===== src/rtl/dsa_pkg.sv =====
// dsa_pkg
// Shared types and constants for the bilinear DSA job scheduler.
//   sched_state_t : scheduler FSM states
//   CFG_W         : width of each job configuration field
//   PERF_W        : width of the job cycle counter
//   job_cfg_t     : latched job configuration {in_w, in_h, scale_q88}
package dsa_pkg;

  localparam int CFG_W  = 16;
  localparam int PERF_W = 32;

  typedef enum logic [2:0] {
    INIT_CLR,
    IDLE,
    CLEAR,
    LAUNCH,
    RUN
  } sched_state_t;

  typedef struct packed {
    logic [CFG_W-1:0] in_w;
    logic [CFG_W-1:0] in_h;
    logic [CFG_W-1:0] scale_q88;
  } job_cfg_t;

endpackage


===== src/rtl/dsa_clr_seq.sv =====
// dsa_clr_seq
// Address sweeper used to zero the output BRAM. After reset, or after a
// one-cycle start, it walks addresses 0 .. 2^AW-1, one per cycle, then
// goes inactive with the address wrapped back to 0.
// Ports:
//   clk_50  in   system clock
//   rst     in   synchronous active-high reset (begins a sweep)
//   start   in   begin a new sweep from address 0
//   active  out  sweep in progress (doubles as the write enable)
//   addr    out  current write address
//   last    out  this cycle writes the final address
module dsa_clr_seq
  import dsa_pkg::*;
#(
  parameter int AW = 12
) (
  input  logic          clk_50,
  input  logic          rst,
  input  logic          start,
  output logic          active,
  output logic [AW-1:0] addr,
  output logic          last
);

  assign last = active && (addr == {AW{1'b1}});

  // Reset starts a sweep immediately so the BRAM is cleared at power-up
  // without needing an explicit start from the scheduler.
  always_ff @(posedge clk_50) begin
    if (rst) begin
      active <= 1'b1;
      addr   <= '0;
    end else if (start) begin
      active <= 1'b1;
      addr   <= '0;
    end else if (active) begin
      addr <= addr + 1'b1;
      if (last) begin
        active <= 1'b0;
      end
    end
  end

endmodule


===== src/rtl/dsa_job_sched.sv =====
// dsa_job_sched
// Job scheduler for the bilinear DSA. Accepts single-cycle start requests
// from the switch or JTAG, latches job configuration and engine select,
// clears the output BRAM, launches exactly one core and supervises its
// completion with a timeout.
// Ports:
//   clk_50, rst                     clock, synchronous active-high reset
//   req_sw, req_jtag, req_simd      start requests and engine mode
//   cfg_in_w/cfg_in_h/cfg_scale_q88 job parameters at request time
//   busy_*/done_*                   core status (only selected done used)
//   start_seq, start_simd           one-cycle launch pulses
//   sel_simd, job_*                 latched engine select and parameters
//   clr_active, clr_waddr, clr_we   BRAM clear write port
//   sched_busy                      high outside IDLE
//   job_done, job_tmo, req_drop     sticky status, cleared on accept
//   job_cycles, job_count           perf counters
module dsa_job_sched
  import dsa_pkg::*;
#(
  parameter int AW    = 12,
  parameter int TMO_W = 24
) (
  input  logic              clk_50,
  input  logic              rst,
  input  logic              req_sw,
  input  logic              req_jtag,
  input  logic              req_simd,
  input  logic [CFG_W-1:0]  cfg_in_w,
  input  logic [CFG_W-1:0]  cfg_in_h,
  input  logic [CFG_W-1:0]  cfg_scale_q88,
  input  logic              busy_seq,
  input  logic              done_seq,
  input  logic              busy_simd,
  input  logic              done_simd,
  output logic              start_seq,
  output logic              start_simd,
  output logic              sel_simd,
  output logic [CFG_W-1:0]  job_in_w,
  output logic [CFG_W-1:0]  job_in_h,
  output logic [CFG_W-1:0]  job_scale_q88,
  output logic              clr_active,
  output logic [AW-1:0]     clr_waddr,
  output logic              clr_we,
  output logic              sched_busy,
  output logic              job_done,
  output logic              job_tmo,
  output logic              req_drop,
  output logic [PERF_W-1:0] job_cycles,
  output logic [15:0]       job_count
);

  sched_state_t     state;
  job_cfg_t         job_cfg;
  logic [TMO_W-1:0] tmo_cnt;
  logic             any_req;
  logic             sel_done;
  logic             tmo_hit;
  logic             clr_start;
  logic             clr_run;
  logic             clr_last;

  // Core busy lines are not needed: completion is judged by done alone.
  logic unused_busy;
  assign unused_busy = busy_seq ^ busy_simd;

  assign any_req   = req_sw | req_jtag;
  assign sel_done  = sel_simd ? done_simd : done_seq;
  assign tmo_hit   = (tmo_cnt == {TMO_W{1'b1}});
  assign clr_start = (state == IDLE) && any_req;

  assign job_in_w      = job_cfg.in_w;
  assign job_in_h      = job_cfg.in_h;
  assign job_scale_q88 = job_cfg.scale_q88;

  // The same sweeper serves the power-up clear and the per-job clear; its
  // registered active flag is both the port ownership flag and write enable.
  dsa_clr_seq #(
    .AW (AW)
  ) u_clr_seq (
    .clk_50 (clk_50),
    .rst    (rst),
    .start  (clr_start),
    .active (clr_run),
    .addr   (clr_waddr),
    .last   (clr_last)
  );

  assign clr_active = clr_run;
  assign clr_we     = clr_run;

  // Scheduler FSM with registered status, perf counters and timeout.
  // The timeout counter starts at 1 on the first RUN cycle, so reaching
  // all-ones means 2^TMO_W-1 RUN cycles have elapsed. Done is tested first
  // so a completion coinciding with the timeout still counts as normal.
  always_ff @(posedge clk_50) begin
    if (rst) begin
      state      <= INIT_CLR;
      sched_busy <= 1'b1;
      sel_simd   <= 1'b0;
      job_cfg    <= '0;
      job_done   <= 1'b0;
      job_tmo    <= 1'b0;
      req_drop   <= 1'b0;
      job_cycles <= '0;
      job_count  <= '0;
      start_seq  <= 1'b0;
      start_simd <= 1'b0;
      tmo_cnt    <= '0;
    end else begin
      start_seq  <= 1'b0;
      start_simd <= 1'b0;

      if (any_req && (state != IDLE)) begin
        req_drop <= 1'b1;
      end

      case (state)
        INIT_CLR: begin
          if (clr_last) begin
            state      <= IDLE;
            sched_busy <= 1'b0;
          end
        end

        IDLE: begin
          if (any_req) begin
            state      <= CLEAR;
            sched_busy <= 1'b1;
            sel_simd   <= req_simd;
            job_cfg    <= '{in_w: cfg_in_w, in_h: cfg_in_h, scale_q88: cfg_scale_q88};
            job_done   <= 1'b0;
            job_tmo    <= 1'b0;
            req_drop   <= 1'b0;
            job_cycles <= '0;
          end
        end

        CLEAR: begin
          if (clr_last) begin
            state      <= LAUNCH;
            start_simd <= sel_simd;
            start_seq  <= ~sel_simd;
          end
        end

        LAUNCH: begin
          state      <= RUN;
          job_cycles <= PERF_W'(1);
          tmo_cnt    <= TMO_W'(1);
        end

        RUN: begin
          if (job_cycles != {PERF_W{1'b1}}) begin
            job_cycles <= job_cycles + 1'b1;
          end
          tmo_cnt <= tmo_cnt + 1'b1;
          if (sel_done) begin
            job_done   <= 1'b1;
            job_count  <= job_count + 1'b1;
            state      <= IDLE;
            sched_busy <= 1'b0;
          end else if (tmo_hit) begin
            job_tmo    <= 1'b1;
            state      <= IDLE;
            sched_busy <= 1'b0;
          end
        end

        default: begin
          state      <= INIT_CLR;
          sched_busy <= 1'b1;
        end
      endcase
    end
  end

endmodule


===== config.mk =====
export PLATFORM = sky130hd
export DESIGN_NAME = dsa_job_sched
export DESIGN_NICKNAME = d
export VERILOG_FILES = /design/src/rtl/dsa_pkg.sv /design/src/rtl/dsa_clr_seq.sv /design/src/rtl/dsa_job_sched.sv
export SDC_FILE = /design/constraint.sdc
export NUM_CORES = 1
export LEC_CHECK = 0
export ABC_AREA = 1
export CAP_MARGIN = 30
export CORE_MARGIN = 5
export CORE_UTILIZATION = 53
export DETAILED_ROUTE_END_ITERATION = 8
export GPL_TIMING_DRIVEN = 0
export PLACE_DENSITY_LB_ADDON = 0.05
export REMOVE_ABC_BUFFERS = 1
export SYNTH_ARGS = -nofsm -noshare
export SYNTH_HDL_FRONTEND = slang
export SYNTH_SLANG_ARGS = --single-unit

===== constraint.sdc =====
create_clock -name clk_50 -period 3.6 [get_ports clk_50]
set_input_delay 1.08 -clock clk_50 [delete_from_list [all_inputs] [get_ports clk_50]]
set_output_delay 1.08 -clock clk_50 [all_outputs]
set_load 0.05 [all_outputs]

==> results.py, run 1 <==
metrics = {
    "outcome": {
        "outcome": "finished clean",
    },
    "sta": {
        "max-slew-margin-rel_pct": 45.3,
        "setup_viol": 0,
        "worst_slack_ns": 0.736,
        "slew_viol_final": 0,
        "worst_clock_skew_ns": 0.00896,
        "final.period_utilization_pct": 79.6,
        "final_period_minus_worst_setup_slack_ns": 2.86,
        "rsz0062_at_grt": "no",
        "max_freq_ghz": 0.349,
        "hold_viol_final": 0,
        "tightestPinTransition_ns": 0.820,
    },
    "routing": {
        "detail_route.wl_per_cell_um": 14.1,
        "drt_first_iter_violations": 633,
        "drt_wl_total_um": 19100,
        "route.antenna.remaining_nets": 0,
        "total_via_count_in_the_routed_design": 7033,
        "drt_pre_antenna_iters": 5,
        "drc_errors": 0,
        "route.detailed.vias_per_inst": 5.20,
    },
    "global_route": {
        "first_pass_grt_wire_length_um": 30900,
        "overflow": 0,
        "grt.total_usage_pct": 25.2,
        "grt_start_max_net_pins": 52,
        "antenna_found_initial": 1,
        "number_of_global_route_vias_before_repair": 6356,
    },
    "power": {
        "totalPowerFinal_mw": 5.45,
        "leakagePower_nw": 3.40,
        "powerDensity_nw_per_um2": 592,
        "power.ir.vdd_worst_mv": 0.564,
    },
    "setup_path": {
        "worstPathBufferInverterCount": 1,
        "critical_path_class": "register to primary output",
        "cp-end-kind": "primary output",
        "cpMaxStageDelayCell": "clkdlybuf4s50_1",
        "cp_data_arrival_time_ns": 1.78,
        "slowest_delay_ns": 0.87,
        "path_cells": "clkdlybuf4s50_1",
        "worst-path-max-fanout": 9,
        "critical_path_required_ns": 2.52,
        "startpoint_type": "register",
        "critical-path-top-delay-family": "buffers and inverters",
    },
    "synth": {
        "syn_area_sq_um": 6800,
        "synthArstFlopShare_pct": 0,
        "synth_enable_flop_cells": 0,
        "synth_seq_cells": 143,
        "ys_dominant_reg_cell": "dfxtp_1",
        "seq_area_frac_synth_pct": 42.1,
        "netlist_instances": 1011,
        "synth_warnings": 0,
        "syn_area_per_cell_sq_um": 6.72,
        "synthDistinctLibCells": 44,
    },
    "placement": {
        "placement.setup.worst_slack_ns": 0.409,
        "place.detailed.hpwl_um": 13300,
        "routabilityCongestion": 0.863,
        "port-buffer-count": 171,
    },
    "layout": {
        "multiInputGateArea_sq_um": 3420,
        "most_common_cell_after_layout_fill_and_taps_aside": "nand2_1",
        "finalNetCount": 1229,
        "nFillCells": 1059,
        "n_antenna_cell": 0,
        "final_util_pct": 72.9,
        "area.sequential_sq_um": 2860,
        "syn_to_final_growth_pct": 35.3,
        "final_cell_mix": "nand2_1, nor2_1, clkdlybuf4s50_1",
        "drive_gt1_share_pct": 5.84,
    },
    "clocking": {
        "clock_tree.htree_level_count": 4,
        "postCtsHoldBufs": 0,
        "cts_inserted_buffers": 17,
        "tritoncts": "built",
        "cts-root-buf": "clkbuf_16",
        "cts.clk_slew.worst_paths_ns": 0.06,
        "post_cts_resized": 0,
        "number_of_post_cts_setup_repair_buffers": 0,
        "clock_latency_on_the_worst_skew_pair_ns": 0.43,
        "clkSinkCount": 143,
        "ctsLongestPathBuffers": 2,
    },
    "floorplanning": {
        "core_area_sq_um": 12600,
        "io_pins": 174,
        "placementRows": 41,
        "floorplan.initialDensity_pct": 53.9,
        "fp.dieArea_sq_um": 15200,
        "die_y_um": 123,
        "die-width_um": 123,
    },
    "job": {
        "max_cap_violations": 0,
    },
    "worst_hold_path": {
        "hold_path_class": "register to register",
    },
}
report_power, final:
part           switching, mW  internal (mW)  leakage [nW]
logic                   1.22          0.524          1.94
registers              0.103           1.78          1.16
clock network          0.704           1.11         0.298
total                   2.03           3.42          3.40
sequential cells by signal, indices dropped and copies added, names as in the netlist, 3 cells and up, named ones only:
| signal | flops |
|---|---|
| u_clr_seq.addr | 12 |
| job_count | 16 |
| state | 3 |
| job_in_w | 16 |
| job_scale_q88 | 16 |
| tmo_cnt | 24 |
| job_cycles | 32 |
| job_in_h | 16 |
final timing paths:
| path | from | cells past startpoint | slack, ns | end |
|---|---|---|---|---|
| worst max register to register | job_cycles[0] | 11 | 1.12 | job_cycles[17] |
| worst min register to register | job_in_h[1] | 2 | 0.46 | job_in_h[1] |
| worst min-delay path | job_in_h[1] | 2 | 0.46 | job_in_h[1] |
| worst max-delay path | u_clr_seq.active | 1 | 0.74 | clr_active |
metal layers:
metal	vias up	wire, um	GRT usage, %
li1	3583	-	-
met2	217	9110	40.3
met3	40	1270	6.68
met4	2	476	9.55
met1	3191	8270	32.7
met5	-	13	0
kinds of logic (layout without fill, tap and decap cells):
family / Yosys count / after routing / share of synthesized area [%]
AND/OR/NAND/NOR: 563 / 563 / 35.4
AO/OA/AOI/OAI: 166 / 166 / 13.2
flip-flops: 143 / 143 / 42.1
buffers and inverters: 127 / 297 / 7.58
XOR/XNOR: 8 / 8 / 1.03
adder cells (fa/ha/maj): 4 / 4 / 0.736
synth_stat cells (3+ instances only):
cell type	count	share of area, %
a21oi_1	59	4.3
a22oi_1	5	0.55
buf_1	5	0.28
buf_6	4	0.66
clkbuf_1	21	1.2
dfxtp_1	143	42
ha_1	4	0.74
inv_1	85	4.7
inv_2	6	0.33
nand2_1	219	12
nand2_2	3	0.28
nand3_1	66	4.9
nand4_1	20	1.8
nor2_1	212	12
nor2_2	8	0.74
nor2_4	3	0.50
nor3_1	12	0.88
nor3b_1	3	0.33
o21ai_0	80	5.9
o21ai_1	4	0.29
o21bai_1	5	0.55
or2_2	6	0.55
xor2_1	7	0.90
cell type report:
type                            instances  share of cell area [%]
Tap cell                              172                    2.34
Sequential cell                       143                    31.1
Clock buffer                           19                    4.81
Multi-Input combinational cell        741                    37.2
Clock inverter                         13                    1.75
Timing Repair Buffer                  173                    19.0
Inverter                               92                    3.77
stage by stage:
step / instance area (sq um) / hold WS [ns] / setup TNS (ns) / std cells
floorplan: 6630 / 0.445 / 0 / 976
global placement: 8550 / 0.448 / -166.75 / 1319
detailed placement: 8600 / 0.453 / 0 / 1321
CTS: 9200 / 0.461 / 0 / 1353
global route: 9200 / 0.499 / 0 / 1353
finish: 9200 / 0.456 / 0 / 1353
worst register-to-register path, cell delays in order (launching register included):
cell and delay [ns]:
dfxtp_1 0.48, ha_1 0.29, nand2_1 0.13, nor2_4 0.19, nand2_1 0.14, nor2_2 0.23, nand3_4 0.15, nand2_4 0.31
inv_2 0.23, nand3_1 0.14, nand2_1 0.06, nor2_1 0.09
Power figures use the tool's default switching activity.
==> inputs of run 2 (changes only) <==
Settings changed: CORE_UTILIZATION 53 to 49.
Clock period 3.6 ns to 2.8 ns, I/O delays scaled along.
==> run 2 against run 1 <==
Compared with the run above:
- register-to-register slack lost 0.80 ns
- routed wire length down 0.46%
- sequential power up 29%
- combinational power is 29% higher
- critical endpoint unchanged
- highest routed layer is now met4
==> results.py, run 2 (same netlist as run 1, synthesis figures left out) <==
metrics = {
    "outcome": {
        "outcome": "finished clean",
    },
    "global_route": {
        "overflow": 0,
        "number_of_global_route_vias_before_repair": 6424,
        "first_pass_grt_wire_length_um": 31200,
        "antenna_found_initial": 0,
        "grt.total_usage_pct": 23.4,
        "grt_start_max_net_pins": 60,
    },
    "worst_hold_path": {
        "min_delay_path_depth": 2,
        "hold_path_class": "register to register",
    },
    "job": {
        "max_cap_violations": 0,
    },
    "layout": {
        "n_antenna_cell": 0,
        "largest_register_ffs": 32,
        "finish.cell_count_without_fillers": 1361,
        "final_cell_mix": "nand2_1, nor2_1, clkdlybuf4s50_1",
        "nFillCells": 1222,
        "syn_to_final_growth_pct": 35.2,
        "area.sequential_sq_um": 2860,
        "most_common_cell_after_layout_fill_and_taps_aside": "nand2_1",
        "fin_area_sq_um": 9190,
        "finalNetCount": 1229,
        "layout_top_registers": "job_cycles x32, tmo_cnt x24",
        "drive_gt1_share_pct": 5.84,
        "final_util_pct": 67.0,
        "multiInputGateArea_sq_um": 3420,
        "largest_register": "job_cycles",
    },
    "setup_path": {
        "cpMaxStageDelayCell": "clkdlybuf4s50_1",
        "critical-path-top-delay-family": "buffers and inverters",
        "worst-r2r-cell-count": 11,
        "worst-path-max-fanout": 9,
        "critical_path_required_ns": 1.96,
        "cp_data_arrival_time_ns": 1.77,
        "slowest_delay_ns": 0.87,
        "path_cells": "clkdlybuf4s50_1",
        "worstSetupPathDepth": 1,
        "startpoint_type": "register",
        "cp-end-kind": "primary output",
        "critical_path_class": "register to primary output",
        "worstPathBufferInverterCount": 1,
    },
    "sta": {
        "hold_viol_final": 0,
        "setup_tns_ns": 0,
        "max_freq_ghz": 0.383,
        "setup_viol": 0,
        "slew_viol_final": 0,
        "rsz0062_at_grt": "no",
        "worst_clock_skew_ns": 0.00912,
        "tightestPinTransition_ns": 0.830,
        "final_period_minus_worst_setup_slack_ns": 2.61,
        "final.period_utilization_pct": 93.3,
        "max-slew-margin-rel_pct": 44.7,
    },
    "floorplanning": {
        "floorplan.initialDensity_pct": 49.5,
        "die-width_um": 128,
        "fp.dieArea_sq_um": 16300,
        "core_area_sq_um": 13700,
        "io_pins": 174,
        "die_y_um": 128,
        "placementRows": 43,
    },
    "placement": {
        "post-place-cells": 1329,
        "place_area_sq_um": 8610,
        "place.detailed.hpwl_um": 13500,
        "routabilityCongestion": 0.885,
        "port-buffer-count": 171,
    },
    "routing": {
        "drt_pre_antenna_iters": 5,
        "drt_wl_total_um": 19100,
        "route.detailed.vias_per_inst": 5.08,
        "drc_errors": 0,
        "route.antenna.remaining_nets": 0,
        "drt_first_iter_violations": 570,
        "total_via_count_in_the_routed_design": 6916,
        "detail_route.wl_per_cell_um": 14.0,
    },
    "power": {
        "powerDensity_nw_per_um2": 751,
        "power.ir.vdd_worst_mv": 0.581,
        "leakagePower_nw": 3.38,
    },
    "clocking": {
        "number_of_post_cts_setup_repair_buffers": 0,
        "clkSinkCount": 143,
        "clock_latency_on_the_worst_skew_pair_ns": 0.41,
        "tritoncts": "built",
        "cts.clk_slew.worst_paths_ns": 0.06,
        "clock_tree.htree_level_count": 4,
        "cts_inserted_buffers": 17,
        "ctsLongestPathBuffers": 2,
        "cts-root-buf": "clkbuf_16",
    },
}
[run 2: cell count changes in the layout (fill, tap and decap cells not counted)]
cell        previous run  this run
buf_12                 2         1
clkinv_4               2         1
bufinv_16              3         2
clkbuf_8               1         2
clkinvlp_4             1         3
inv_6                  3         0
clkinv_2               5         7
buf_16                 0         1
[run 2: layout make-up]
type	count	area share, %
repair buffers	173	19.1
well taps	180	2.45
clock buffers	20	4.97
clock inverters	12	1.28
flip-flops and latches	143	31.1
multi-input cells	741	37.3
inverters	92	3.81
[run 2: what timing repair did]
item / 4_1_cts / 5_1_grt
endpoints found under the setup margin: 1 / 0
resized for setup: 1 / 0
hold buffers: 0 / 0
[run 2: final timing paths]
kind                    startpoint              to  slack (ns)
setup / recovery  u_clr_seq.active      clr_active        0.19
hold / removal         job_in_h[1]     job_in_h[1]        0.46
setup reg to reg     job_cycles[0]  job_cycles[17]        0.32
hold reg to reg        job_in_h[1]     job_in_h[1]        0.46
[run 2: metrics by stage]
stage / hold WS [ns] / setup slack (ns) / total power, mW
3_3_place_gp: 0.451 / -2.71 / 4.69
3_5_place_dp: 0.448 / -0.464 / 4.72
2_1_floorplan: 0.445 / -0.514 / 3.89
6_report: 0.461 / 0.187 / 6.90
4_1_cts: 0.466 / 0.172 / 6.94
5_1_grt: 0.487 / 0.0237 / 7.22
[run 2: power breakdown]
| group | switching, mW | leakage [nW] | internal (mW) | total [mW] |
|---|---|---|---|---|
| sequential | 0.136 | 1.16 | 2.29 | 2.43 |
| clock | 0.869 | 0.281 | 1.35 | 2.22 |
| combinational | 1.58 | 1.95 | 0.679 | 2.26 |
| total | 2.58 | 3.38 | 4.32 | 6.90 |
[run 2: metal layers]
layer  track usage [%]  share of wire (%)
met1              28.1                 43
met2              37.6                 46
met3              10.4                9.5
met4              7.30                1.9
met5                 0                  0
[run 2: worst reg2reg max path, cell delays in order, from the launching register on]
cell	delay, ns
dfxtp_1	0.47
ha_1	0.30
nand2_1	0.13
nor2_4	0.16
nand2_1	0.12
nor2_2	0.24
nand3_4	0.19
nand2_4	0.32
inv_2	0.22
nand3_1	0.12
nand2_1	0.05
nor2_1	0.09
